===== config.mk =====
export PLATFORM = sky130hd
export DESIGN_NAME = lfrag_cfg_sequencer
export DESIGN_NICKNAME = d
export VERILOG_FILES = /design/src/rtl/lfrag_cfg_sequencer.sv
export SDC_FILE = /design/constraint.sdc
export NUM_CORES = 1
export LEC_CHECK = 0
export ABC_AREA = 1
export BUFFER_PORTS_ARGS = -buffer_cell sky130_fd_sc_hd__buf_2
export CAP_MARGIN = 20
export CORE_UTILIZATION = 52
export CTS_CLUSTER_SIZE = 30
export DETAILED_ROUTE_END_ITERATION = 8
export PLACE_DENSITY_LB_ADDON = 0.05
export SETUP_SLACK_MARGIN = 0.5
export SLEW_MARGIN = 20
export SYNTH_ARGS = -nofsm -noshare
export SYNTH_HDL_FRONTEND = slang
export SYNTH_SLANG_ARGS = --single-unit

===== constraint.sdc =====
create_clock -name clk -period 1.76 [get_ports clk]
set_clock_uncertainty 0.05 [all_clocks]
set_input_delay 0.352 -clock clk [delete_from_list [all_inputs] [get_ports clk]]
set_output_delay 0.352 -clock clk [all_outputs]
set_load 0.005 [all_outputs]

===== src/rtl/lfrag_cfg_sequencer.sv =====
// Loads 16-bit LUT truth tables into a bank of L_FRAG configuration registers and,
// when VERIFY_EN is set, sweeps all 16 input patterns through the written fragment,
// checking LUTOutput and CarryOut against the table before reporting a result.
//
// Ports:
//   clk, rst_n              clock (rising edge), asynchronous active-low reset
//   cfg_valid/ready         write request handshake; cfg_idx/cfg_data sampled on accept
//   frag_cfg                fragBitInfo bus, fragment n on [16n+15:16n]
//   test_mode/sel/in        input override towards the logic-cell array during the sweep
//   lut_out, carry_out      per-fragment outputs observed during the sweep
//   rsp_valid/ready         result handshake; rsp_code/rsp_pat held while rsp_valid
module lfrag_cfg_sequencer #(
    parameter int unsigned NUM_FRAGS = 4,
    parameter int unsigned IDX_W     = 2,
    parameter int unsigned VERIFY_EN = 1
) (
    input  logic                   clk,
    input  logic                   rst_n,
    input  logic                   cfg_valid,
    output logic                   cfg_ready,
    input  logic [IDX_W-1:0]       cfg_idx,
    input  logic [15:0]            cfg_data,
    output logic [16*NUM_FRAGS-1:0] frag_cfg,
    output logic                   test_mode,
    output logic [IDX_W-1:0]       test_sel,
    output logic [3:0]             test_in,
    input  logic [NUM_FRAGS-1:0]   lut_out,
    input  logic [NUM_FRAGS-1:0]   carry_out,
    output logic                   rsp_valid,
    input  logic                   rsp_ready,
    output logic [1:0]             rsp_code,
    output logic [3:0]             rsp_pat
);

    localparam logic [1:0] CodeOk       = 2'd0;
    localparam logic [1:0] CodeBadIdx   = 2'd1;
    localparam logic [1:0] CodeLutMis   = 2'd2;
    localparam logic [1:0] CodeCarryMis = 2'd3;

    typedef enum logic [1:0] {StIdle, StSweep, StReport} state_e;

    state_e                  state_q, state_d;
    logic [16*NUM_FRAGS-1:0] cfg_q, cfg_d;
    logic [15:0]             data_q, data_d;
    logic [IDX_W-1:0]        sel_q, sel_d;
    logic [3:0]              pat_q, pat_d;
    logic [1:0]              code_q, code_d;
    logic [3:0]              rpat_q, rpat_d;
    logic                    sel_lut;
    logic                    sel_carry;

    always_ff @(posedge clk or negedge rst_n) begin
        if (!rst_n) begin
            state_q <= StIdle;
            cfg_q   <= '0;
            data_q  <= '0;
            sel_q   <= '0;
            pat_q   <= '0;
            code_q  <= CodeOk;
            rpat_q  <= '0;
        end else begin
            state_q <= state_d;
            cfg_q   <= cfg_d;
            data_q  <= data_d;
            sel_q   <= sel_d;
            pat_q   <= pat_d;
            code_q  <= code_d;
            rpat_q  <= rpat_d;
        end
    end

    always_comb begin
        state_d   = state_q;
        cfg_d     = cfg_q;
        data_d    = data_q;
        sel_d     = sel_q;
        pat_d     = pat_q;
        code_d    = code_q;
        rpat_d    = rpat_q;
        sel_lut   = 1'b0;
        sel_carry = 1'b0;

        // Decoded select keeps indexing in range whatever NUM_FRAGS is.
        for (int n = 0; n < int'(NUM_FRAGS); n++) begin
            if (sel_q == IDX_W'(n)) begin
                sel_lut   = lut_out[n];
                sel_carry = carry_out[n];
            end
        end

        unique case (state_q)
            StIdle: begin
                if (cfg_valid) begin
                    if (32'(cfg_idx) >= NUM_FRAGS) begin
                        state_d = StReport;
                        code_d  = CodeBadIdx;
                        rpat_d  = '0;
                    end else begin
                        for (int n = 0; n < int'(NUM_FRAGS); n++) begin
                            if (cfg_idx == IDX_W'(n)) cfg_d[16*n +: 16] = cfg_data;
                        end
                        data_d = cfg_data;
                        sel_d  = cfg_idx;
                        if (VERIFY_EN != 0) begin
                            pat_d   = '0;
                            state_d = StSweep;
                        end else begin
                            state_d = StReport;
                            code_d  = CodeOk;
                            rpat_d  = '0;
                        end
                    end
                end
            end
            StSweep: begin
                // CarryOut ignores I3, so it always reflects the upper half of the table.
                if (sel_lut != data_q[pat_q]) begin
                    state_d = StReport;
                    code_d  = CodeLutMis;
                    rpat_d  = pat_q;
                end else if (sel_carry != data_q[{1'b1, pat_q[2:0]}]) begin
                    state_d = StReport;
                    code_d  = CodeCarryMis;
                    rpat_d  = pat_q;
                end else if (pat_q == 4'hF) begin
                    state_d = StReport;
                    code_d  = CodeOk;
                    rpat_d  = '0;
                end else begin
                    pat_d = pat_q + 4'd1;
                end
            end
            StReport: begin
                if (rsp_ready) state_d = StIdle;
            end
            default: state_d = StIdle;
        endcase
    end

    assign cfg_ready = (state_q == StIdle);
    assign test_mode = (state_q == StSweep);
    assign rsp_valid = (state_q == StReport);
    assign frag_cfg  = cfg_q;
    assign test_sel  = sel_q;
    assign test_in   = pat_q;
    assign rsp_code  = code_q;
    assign rsp_pat   = rpat_q;

endmodule


==> metrics.csv <==
metric,value,unit
setup_viol,11,
nets,672,
ant_nets,0,
pwr-share-clk,12.9,%
synth_area_leader_cell,dfrtp_1,
root_buffer,clkbuf_8,
violations,setup timing,
cp-start-kind,flip-flop,
ys.flop_type,dfrtp_1,
fin_ws,-0.209,ns
fin_area,0.00697,sq mm
cap_violations,0,
synthMostInstantiatedCell,nand2_1,
cp.arrival,2.18,ns
holdPathStages,2,
synthesis.area,0.00395,sq mm
p_leak,3.59,nW
clockBufferDepth,2,
synth-edff-count,0,
yosys.cell_types.count,27,
worstPathCellList,inv_1 > nand2_1 > o21ai_1 > a31oi_2 > inv_1 > nand2_4 > nand2_4 > nand2_4 > nand2_8 > nand3_2 > nand2_2,
switching_share,42.1,%
cp_top_family,simple AND/OR/NAND/NOR gates,
ys_seq_area_share,59.5,%
crit_required,1.97,ns
syn2layout_area_growth,76.3,%
wl_per_cell,26.1,microns
end_kind,flip-flop,
dieArea,0.00795,sq mm
cp-endpoint,rsp_code[0],
drc_errors,0,
holdCritPathClass,input port to flip-flop,
min_period_over_period,112,%
path_max_fanout,7,
port_buffers,108,
clk_latency,0.38,ns
synth_top_area_share,59.5,%
fin_crit,1.97,ns
max_freq,0.508,GHz
peakVddDrop,1.16,mV
globalplace.congestion,0.807,
reg2regPathDepth,11,
setup.worst_path.class,flip-flop to flip-flop,
startpoint,test_sel[0],
synthCells,419,
wl,19400,microns
grt_pass1_vias,3821,
grt_overflow,0,
tritoncts,done,
combPwrFrac,55.4,%
drive_above_1_share,66.2,%
crit_buf_inv,2,
core-area,0.00729,sq mm
switching_power,0.00545,W
internal_power,0.00749,W
rr_endpoint,rsp_code[0],
relSlewSlack,71.7,%
via_per_inst,6.23,
clock-sinks,94,
place_inst,619,
r2r_slack,-0.21,ns
die_y,89.2,microns
syn_nets,450,
yosys-top-cells-count,"118 x nand2_1, 94 x dfrtp_1, 77 x o21ai_0",
crit_cells,11,
numCtsBuffers,9,
ys_warn_count,0,
htreeDepth,3,
fin_cells,744,
r2r_start,test_sel[0],
vias,4635,
grt_first_pass_wirelength,19400,microns
crit_path_frequent_cell,nand2_4,
seqPwrFrac,31.7,%
place_hpwl,6130,microns
async_reset_ff_share,100,%
synth.avg_cell_area,9.43,sq um
tightest_slew,0.423,ns
slowest_stage,dfrtp_2,
cpPeakStageDelay,0.46,ns
ys_ff_latch,94,
diodes,0,
ios,109,
dr.pass1.iters,5,
drtIter0Drc,451,
initial_core_util,54.2,%
track_usage,34.1,%
row_count,31,
antenna_found_initial,0,
die_x,89.2,microns
run_status,"complete, but fails checks",
path_clk_slew,0.10,ns
hold_violations,0,
placed_area,0.00465,sq mm
powerDensity,1860,mW/mm^2
synth.area.top_cells,"dfrtp_1 60%, nand2_1 11%, o21ai_0 9.8%",
rsz0062_at_grt,true,
grt_max_degree,58,
slew_viol_final,0,
per-stage QoR:
stage / util (%) / setup TNS (ns) / hold slack (ns) / setup slack (ns) / total power [W]
2_1_floorplan: - / 0 / 0.00641 / 0.276 / 0.00565
3_3_place_gp: 63.8 / 0 / 0.292 / 0.159 / 0.00688
3_5_place_dp: 63.8 / 0 / 0.301 / 0.106 / 0.00701
4_1_cts: 83.3 / 0 / 0.149 / 0.128 / 0.0102
5_1_grt: 95.6 / -2.85 / 0.133 / -0.368 / 0.0134
6_report: 95.6 / -1.34 / 0.126 / -0.209 / 0.0129
how the worst min path moves through the flow:
| stage | start | end |
|---|---|---|
| 6_report | rsp_ready | state_q[1] |
| 5_1_grt | rsp_ready | state_q[1] |
| 4_1_cts | rsp_ready | state_q[1] |
| 3_5_place_dp | rst_n | frag_cfg[47] |
| 3_3_place_gp | rst_n | frag_cfg[47] |
| 2_1_floorplan | rst_n | data_q[0] |
sequential cells by signal, summed over array words and instances, names as in the netlist:
name      flops
rsp_pat       4
rsp_code      2
frag_cfg     64
state_q       2
test_in       4
data_q       16
test_sel      2
what timing repair did:
item	CTS	global route
gates resized for setup	166	163
endpoints found under the setup margin	165	173
endpoints found under the hold margin	94	0
hold buffers	1	0
pin swaps	4	17
cloned	13	3
buffers inserted	60	33
per-layer routing:
| layer | vias up | GRT usage [%] | wire (microns) |
|---|---|---|---|
| li1 | 1819 | - | - |
| met1 | 2225 | 39.9 | 6230 |
| met2 | 448 | 58.8 | 9360 |
| met3 | 143 | 8.49 | 2240 |
| met4 | 0 | 16.6 | 1560 |
| met5 | - | 0 | 0 |
cells in the final DEF (no fill, tap or decap), drive strengths merged:
| cell | count |
|---|---|
| bufbuf | 1 |
| nor2 | 7 |
| a21oi | 2 |
| inv | 39 |
| nand4 | 1 |
| bufinv | 2 |
| dfrtp | 94 |
| clkinv | 2 |
| clkbuf | 12 |
| nor3 | 1 |
| o21ai | 83 |
| ha | 1 |
| nand2 | 134 |
| a31oi | 1 |
| buf | 224 |
| clkinvlp | 1 |
| xor2 | 1 |
| nand3 | 37 |
| dlygate4sd3 | 1 |
| o211ai | 1 |
cells by family after synthesis:
kind of cell	share of synthesized area, %
and+or+nand+nor	22.6
DFF	59.5
buffers and inverters	5.86
xor gates and xnor gates	0.222
adders and majority gates	0.317
AOI/OAI and AO/OA	11.5
power groups by stage:
stage               Clock [W]  Combinational (W)  Sequential (W)
CTS                   0.00159            0.00479         0.00377
finish                0.00168            0.00716         0.00410
detailed placement          0            0.00323         0.00377
global placement            0            0.00313         0.00375
global route          0.00171            0.00751         0.00415
floorplan                   0            0.00187         0.00379
final cells by class:
cell class | count | area [sq um]
Clock buffer | 9 | 124
Clock inverter | 6 | 93.8
Fill cell | 173 | 324
Inverter | 38 | 163
Multi-Input combinational cell | 269 | 2080
Sequential cell | 94 | 2360
Tap cell | 99 | 124
Timing Repair Buffer | 229 | 2020
worst register-to-register path: stages (launching register included):
cell,delay (ns)
dfrtp_2,0.46
inv_1,0.09
nand2_1,0.07
o21ai_1,0.09
a31oi_2,0.38
inv_1,0.14
nand2_4,0.10
nand2_4,0.07
nand2_4,0.12
nand2_8,0.09
nand3_2,0.10
nand2_2,0.08
No activity file was read; power rests on OpenSTA's default activity.
